`config.mk`:
```
export PLATFORM = sky130hd
export DESIGN_NAME = st_rs_queue
export DESIGN_NICKNAME = d
export VERILOG_FILES = /design/src/rtl/st_rs_queue.sv
export SDC_FILE = /design/constraint.sdc
export NUM_CORES = 2
export LEC_CHECK = 0
export CORE_ASPECT_RATIO = 0.6
export CORE_UTILIZATION = 43
export CTS_BUF_LIST = sky130_fd_sc_hd__clkbuf_8
export DETAILED_ROUTE_END_ITERATION = 7
export PLACE_DENSITY = 0.75
export SLEW_MARGIN = 0
export SYNTH_ARGS = -nofsm -noshare
export SYNTH_HDL_FRONTEND = slang
export SYNTH_SLANG_ARGS = --single-unit
export TNS_END_PERCENT = 30
```
`constraint.sdc`:
```
create_clock -name clk -period 3.68 [get_ports clk]
set_clock_uncertainty 0.15 [all_clocks]
set_input_delay 0.368 -clock clk [delete_from_list [all_inputs] [get_ports clk]]
set_output_delay 0.368 -clock clk [all_outputs]
set_load 0.005 [all_outputs]
```
`src/rtl/st_rs_queue.sv`:
```
// st_rs_queue: in-order store reservation queue with CDB wakeup, AGU issue and ROB commit; define ST_RS_KEEP_COMMITTED_EN to keep the committed head prefix on flush
package uarch_pkg;
  localparam int PIPE_WIDTH = 2;
  localparam int TAG_WIDTH = 4;
  localparam int XLEN = 32;
  typedef struct packed {
    logic [TAG_WIDTH-1:0] tag;
    logic                 rdy;
    logic [XLEN-1:0]      data;
  } src_t;
  typedef struct packed {
    logic [TAG_WIDTH-1:0] dest_tag;
    src_t                 src_0_a;
    src_t                 src_0_b;
    logic [XLEN-1:0]      imm;
    logic                 agu_comp;
  } instruction_t;
  typedef struct packed {
    logic                 is_valid;
    logic [TAG_WIDTH-1:0] dest_tag;
    logic [XLEN-1:0]      result;
  } writeback_packet_t;
endpackage

module st_rs_queue
  import uarch_pkg::instruction_t, uarch_pkg::writeback_packet_t;
#(
  parameter int DEPTH = 4,
  parameter int PIPE_WIDTH = uarch_pkg::PIPE_WIDTH,
  parameter int TAG_WIDTH = uarch_pkg::TAG_WIDTH
) (
  input  logic                                 clk,
  input  logic                                 rst,
  input  logic                                 flush,
  input  logic                                 cache_stall,
  input  instruction_t                         rs_entry,
  input  logic                                 rs_we,
  output logic                                 rs_write_rdy,
  input  writeback_packet_t [PIPE_WIDTH-1:0]   cdb_ports,
  output logic                                 agu_read_rdy,
  output instruction_t                         agu_execute_pkt,
  input  logic                                 agu_re,
  input  writeback_packet_t                    agu_port,
  input  logic [PIPE_WIDTH-1:0][TAG_WIDTH-1:0] commit_store_ids,
  input  logic [PIPE_WIDTH-1:0]                commit_store_vals,
  output logic                                 rs_read_rdy,
  output instruction_t                         execute_pkt,
  input  logic                                 alu_re,
  output logic [$clog2(DEPTH):0]               count
);
  localparam int PW = $clog2(DEPTH);
  localparam int CW = PW + 1;
  typedef enum logic [1:0] {INVALID, WAIT_REG, WAIT_AGU, ADDR_DONE} state_t;
  instruction_t ent_q [DEPTH];
  instruction_t ent_d [DEPTH];
  state_t       st_q  [DEPTH];
  state_t       st_d  [DEPTH];
  logic [DEPTH-1:0] perm_q, perm_d;
  logic [PW-1:0] head_q, head_d, tail_q, tail_d, agu_sel;
  logic [CW-1:0] count_q, count_d;
  logic enq, deq;
  function automatic instruction_t wake(input instruction_t e, input writeback_packet_t [PIPE_WIDTH-1:0] c);
    instruction_t r;
    r = e;
    for (int k = 0; k < PIPE_WIDTH; k++) begin
      if (c[k].is_valid && !r.src_0_a.rdy && r.src_0_a.tag == c[k].dest_tag) begin
        r.src_0_a.data = c[k].result;
        r.src_0_a.rdy  = 1'b1;
      end
      if (c[k].is_valid && !r.src_0_b.rdy && r.src_0_b.tag == c[k].dest_tag) begin
        r.src_0_b.data = c[k].result;
        r.src_0_b.rdy  = 1'b1;
      end
    end
    return r;
  endfunction
  assign rs_write_rdy    = count_q != CW'(DEPTH);
  assign rs_read_rdy     = st_q[head_q] == ADDR_DONE && perm_q[head_q] && !cache_stall;
  assign deq             = rs_read_rdy && alu_re;
  assign enq             = rs_we && rs_write_rdy;
  assign count           = count_q;
  assign execute_pkt     = st_q[head_q] != INVALID ? ent_q[head_q] : '0;
  assign agu_execute_pkt = agu_read_rdy ? ent_q[agu_sel] : '0;
  always_comb begin
    agu_read_rdy = 1'b0;
    agu_sel      = '0;
    for (int i = 0; i < DEPTH; i++) begin
      if (!agu_read_rdy && st_q[head_q + PW'(i)] == WAIT_REG && ent_q[head_q + PW'(i)].src_0_a.rdy && ent_q[head_q + PW'(i)].src_0_b.rdy) begin
        agu_read_rdy = 1'b1;
        agu_sel      = head_q + PW'(i);
      end
    end
  end
`ifdef ST_RS_KEEP_COMMITTED_EN
  logic [CW-1:0] keep;
  always_comb begin
    keep = '0;
    for (int i = 0; i < DEPTH; i++) begin
      if (keep == CW'(i) && st_q[head_q + PW'(i)] != INVALID && perm_q[head_q + PW'(i)]) keep = CW'(i + 1);
    end
  end
`endif
  always_comb begin
    ent_d   = ent_q;
    st_d    = st_q;
    perm_d  = perm_q;
    head_d  = head_q;
    tail_d  = tail_q;
    count_d = count_q;
    for (int i = 0; i < DEPTH; i++) begin
      if (st_q[i] != INVALID) ent_d[i] = wake(ent_q[i], cdb_ports);
      if (agu_port.is_valid && st_q[i] == WAIT_AGU && ent_q[i].dest_tag == agu_port.dest_tag) begin
        ent_d[i].src_0_a.data = agu_port.result;
        ent_d[i].agu_comp     = 1'b1;
        st_d[i]               = ADDR_DONE;
      end
      for (int k = 0; k < PIPE_WIDTH; k++) begin
        if (commit_store_vals[k] && st_q[i] != INVALID && ent_q[i].dest_tag == commit_store_ids[k]) perm_d[i] = 1'b1;
      end
    end
    if (agu_read_rdy && agu_re) st_d[agu_sel] = WAIT_AGU;
    if (flush) begin
`ifdef ST_RS_KEEP_COMMITTED_EN
      for (int j = 0; j < DEPTH; j++) begin
        if (CW'(j) >= keep) begin
          st_d[head_q + PW'(j)]   = INVALID;
          perm_d[head_q + PW'(j)] = 1'b0;
        end
      end
      tail_d  = head_q + keep[PW-1:0];
      count_d = keep;
`else
      st_d    = '{default: INVALID};
      perm_d  = '0;
      head_d  = '0;
      tail_d  = '0;
      count_d = '0;
`endif
    end else begin
      if (deq) begin
        st_d[head_q]   = INVALID;
        perm_d[head_q] = 1'b0;
        head_d         = head_q + PW'(1);
      end
      if (enq) begin
        ent_d[tail_q]  = wake(rs_entry, cdb_ports);
        st_d[tail_q]   = WAIT_REG;
        perm_d[tail_q] = 1'b0;
        tail_d         = tail_q + PW'(1);
      end
      count_d = count_q + CW'(enq) - CW'(deq);
    end
  end
  always_ff @(posedge clk) begin
    if (rst) begin
      ent_q   <= '{default: '0};
      st_q    <= '{default: INVALID};
      perm_q  <= '0;
      head_q  <= '0;
      tail_q  <= '0;
      count_q <= '0;
    end else begin
      ent_q   <= ent_d;
      st_q    <= st_d;
      perm_q  <= perm_d;
      head_q  <= head_d;
      tail_q  <= tail_d;
      count_q <= count_d;
    end
  end
endmodule
```
Yosys cells after proc, flatten, opt, wreduce, memory -nomap -nowiden --
Cells that the tools add are included.
Storage, ports and cells: register bits after elaboration 463, input port bits 239, output and inout bits 228, logic and storage cells 359
Operators by class: $add $sub $neg 6, magnitude comparators 13, eq/ne operators 42, multiplexer cells 121, bitwise logic cells 18, reductions and logical operators 115
Operators by type and width (number):
- $mux 33 | 36
- $bmux 111 s2 | 5
- $mux 103 | 10
- $mux 444 | 2
- $mux 111 | 7
- $bwmux 444 | 1
- $demux 111 s2 | 1
- $eq 4x4->1 | 32
- $mux 32 | 4
- $logic_and 1x1->1 | 85
- $mux 2 | 19
- $mux 8 | 4
- $logic_not 1->1 | 24
- $mux 1 | 19
- $ge 3x3->1 const B | 6
- $not 2->3 | 6
- $and 4x4->4 | 4
- $bmux 2 s2 | 4
- $not 4->4 | 4
- $demux 2 s2 | 3
- $mux 4 | 3
- $eq 2x2->1 const B | 5
- $reduce_bool 2->1 | 5
- $lt 3x1->1 const B | 3
- 14 further kinds | 23

Logic depth before layout (Yosys ltp) --
word-level depth 36, mapped depth 14, depth with buffers taken out 12

Least setup slack after synthesis --
Ideal clock, no wire load.
kind flip-flop to output port, start reg head_q[0], end out agu_execute_pkt[100] (netlist name), data arrival time 2.783 ns, required time 3.162 ns, path slack 0.379 ns, cell stages (with the launch flop) 13, path buffers 5, path through dfxtp_1 -> buf_2 -> buf_2 -> inv_2 -> ha_1 -> clkbuf_1 -> mux4_2 -> nand2b_4 -> a21oi_1 -> a21oi_2 -> clkbuf_1 -> clkbuf_1 -> o22ai_1
RTL lines:
- from (decl) | RTL line 59 | logic [PW-1:0] head_q, head_d, tail_q, tail_d, agu_sel;
- from (signal assigned) | RTL line 159 | head_q <= '0;
- from (signal assigned) | RTL line 166 | head_q <= head_d;
- to (decl) | RTL line 41 | output instruction_t agu_execute_pkt,

==> qor.csv <==
stage;metric;value;unit
floorplan;IO Pins;467;
detailed_routing;DR vias/cell;6.775;
synthesis;Syn Std Cell Area;32410;um^2
synthesis;Yosys cell types;63;
worst_setup_path;Crit Path Category;reg -> out;
timing;Final Hold Vio Count;0;
worst_setup_path;crit-path max FO;24;
timing;minimum clock period;3.973;ns
timing;TNS Setup;-18.44;ns
detailed_routing;via count;35137;
synthesis;post-synth top area cell;dfxtp_1;
power_and_ir_drop;pwr/cell area;294.3;nW/um^2
clock_tree;Num Clock Sinks;463;
final_layout;layout cell share with drive strength beyond 1;0.1961;
floorplan;die width;356.4;um
floorplan;Die Area;76510;um^2
grt;first-pass GRT wire length;215700;um
placement;I/O Buffers;466;
clock_tree;Reg clk slew, reported paths;0.07;ns
detailed_routing;antenna-violating nets left;0;
timing;Slew HR;0.2199;
grt;GR Util All Layers;0.3691;
floorplan;num rows;77;
grt;GRT overflow;0;
floorplan;Starting Density;0.4375;
detailed_routing;Initial DRT Pass Iterations;8;
grt;pin count of the biggest net entering global routing;209;
timing;worst-margin pin slew;1.170;ns
synthesis;EDFF count, synth;0;
power_and_ir_drop;P_leak;15.21;nW
power_and_ir_drop;total chip power;11.86;mW
clock_tree;H-tree levels;3;
synthesis;synth top area cells;dfxtp_1, mux4_2, mux2i_1;
timing;Pins Over Slew Limit;0;
worst_setup_path;Arrival @ worst endpoint;3.45;ns
synthesis;Post-synth ARST share;0;
final_layout;Layout area overhead;24.35;%
worst_setup_path;Critical Path Sink Type;primary output;
worst_hold_path;Min-Delay Path Class;in -> reg;
synthesis;ys flop type;dfxtp_1;
final_layout;Util after Layout;0.5440;
floorplan;Core ar.;74090;um^2
synthesis;FF+latch count, synth;463;
timing;RSZ-0062 raised after global routing;true;
timing;endpoints failing setup;109;
clock_tree;Clk Latency, worst-skew pair;0.71;ns
grt;initial antenna violation count;19;
outcome;status;finished, violations left;
flow_run;max-cap violation count;0;
synthesis;Synth Instances;3882;
worst_setup_path;critical path data required time;3.16;ns
placement;DP HPWL;92870;um
clock_tree;CTS Root Cell;clkbuf_8;
detailed_routing;detailed-route wire length;147900;um
timing;post-route setup slack;-0.2929;ns
clock_tree;CTS tree;built;
synthesis;Mapped Avg Cell Area;8.349;um^2
final_layout;Layout Nets;4384;
placement;gp weighted congestion;0.9751;
timing;Worst Hold Slack;0.06776;ns
clock_tree;CTS Buffer Depth;3;
power_and_ir_drop;Peak VDD IR;0.2344;mV
synthesis;Synth top area share;0.2860;
grt;vias in the first global route;33324;
synthesis;synth warn;0;
detailed_routing;initial DRC count;5476;
detailed_routing;wire per inst;28.53;um
outcome;failing checks;negative setup slack;
synthesis;most common cell in the synthesized netlist;nand2_1;
worst_setup_path;CP Launch Type;flip-flop;
clock_tree;CTS Buf Count;76;
synthesis;synth cell count leaders;nand2_1, dfxtp_1, clkbuf_1;
floorplan;Die Y-Extent;214.7;um
timing;Peak Freq;251.7;MHz
synthesis;Syn Nets;4132;
timing;Tcrit/Tclk final;1.080;
synthesis;post-synthesis sequential area ratio;0.2860;
detailed_routing;# DRC;0;
-- worst max-delay path: stages, from the launching register on --
cell	delay, ns
dfxtp_4	0.39
nand4b_1	0.20
buf_4	0.21
mux4_2	0.52
nand2b_4	0.10
a21oi_1	0.09
a21oi_4	0.18
nand2_4	0.09
buf_12	0.20
buf_12	0.19
o22ai_2	0.26
dlygate4sd2_1	0.28
-- report_power, final --
part	switching [mW]	internal [mW]	total [mW]
combinational	0.957	0.729	1.69
sequential	0.103	5.10	5.20
clock	2.40	2.57	4.97
-- layout by cell type (no fill, tap or decap), drive strengths merged, types with 64 or more instances in the layout --
master / netlist / layout
a22o: 64 / 64
a211o: 64 / 64
dfxtp: 463 / 463
clkbuf: 339 / 103
nand2: 633 / 633
mux2: 246 / 246
clkdlybuf4s50: 0 / 348
buf: 138 / 281
o32ai: 65 / 65
mux2i: 255 / 255
a31oi: 125 / 125
nor2: 165 / 165
mux4: 116 / 116
a21oi: 266 / 266
nor2b: 113 / 113
o22ai: 120 / 120
nand3: 267 / 267
a221oi: 132 / 132
-- sequential cells by signal, summed over array words and instances, names as in the netlist --
register,flops
ent_q,444
tail_q,2
count,3
st_q,8
perm_q,4
head_q,2
-- layer usage --
metal | track usage | vias to the layer above | share of wire | wire (um)
li1 | - | 14782 | - | -
met1 | 0.4994 | 16871 | 0.39 | 57190
met2 | 0.5129 | 2922 | 0.40 | 59850
met3 | 0.1408 | 543 | 0.16 | 23620
met4 | 0.1619 | 19 | 0.046 | 6835
met5 | 0.03375 | - | 0.0031 | 460
-- path summary, 6_finish.rpt --
path / start / to / slack (ns) / cells after the start
worst min-delay path: rst / ent_q[75] / 0.07 / 2
worst max-delay path: ent_q[176] / agu_execute_pkt[33] / -0.29 / 11
worst min register to register: ent_q[247] / ent_q[247] / 0.32 / 2
worst max register to register: head_q[1] / count[2] / 0.19 / 13
-- final cells by class --
class,count,area [um^2]
tap,987,1235
inverter,30,112.6
clock inverter,35,286.5
multi-input combinational,2912,21330
sequential,463,9313
fill,6692,33790
clock buffer,95,1308
timing repair buffer,651,6681
antenna,13,32.53
-- cell families after synthesis --
family	share of synthesized area
flip-flops	0.2860
AO/OA/AOI/OAI	0.1882
AND/OR/NAND/NOR	0.1787
multiplexers	0.2448
XOR/XNOR	0.03081
buffers and inverters	0.06690
adder cells (fa/ha/maj)	0.004478
-- timing repair --
item / 4_1_cts / 5_1_grt
hold endpoints to repair: 0 / 0
setup endpoints to repair: 144 / 159
resized for setup: 502 / 49
hold buffers: 0 / 0
gates cloned: 11 / 4
setup buffers: 28 / 4
pin swaps: 58 / 43
-- metrics by stage --
step | std cells | worst slack [ns] | cell area [um^2]
2_1_floorplan | 3882 | 0.3787 | 32410
3_3_place_gp | 5002 | -0.1222 | 38110
3_5_place_dp | 5002 | -0.1680 | 38110
4_1_cts | 5167 | -0.2307 | 40210
5_1_grt | 5178 | -0.3683 | 40280
6_report | 5186 | -0.2929 | 40300
(Power assumes the default switching activity.)
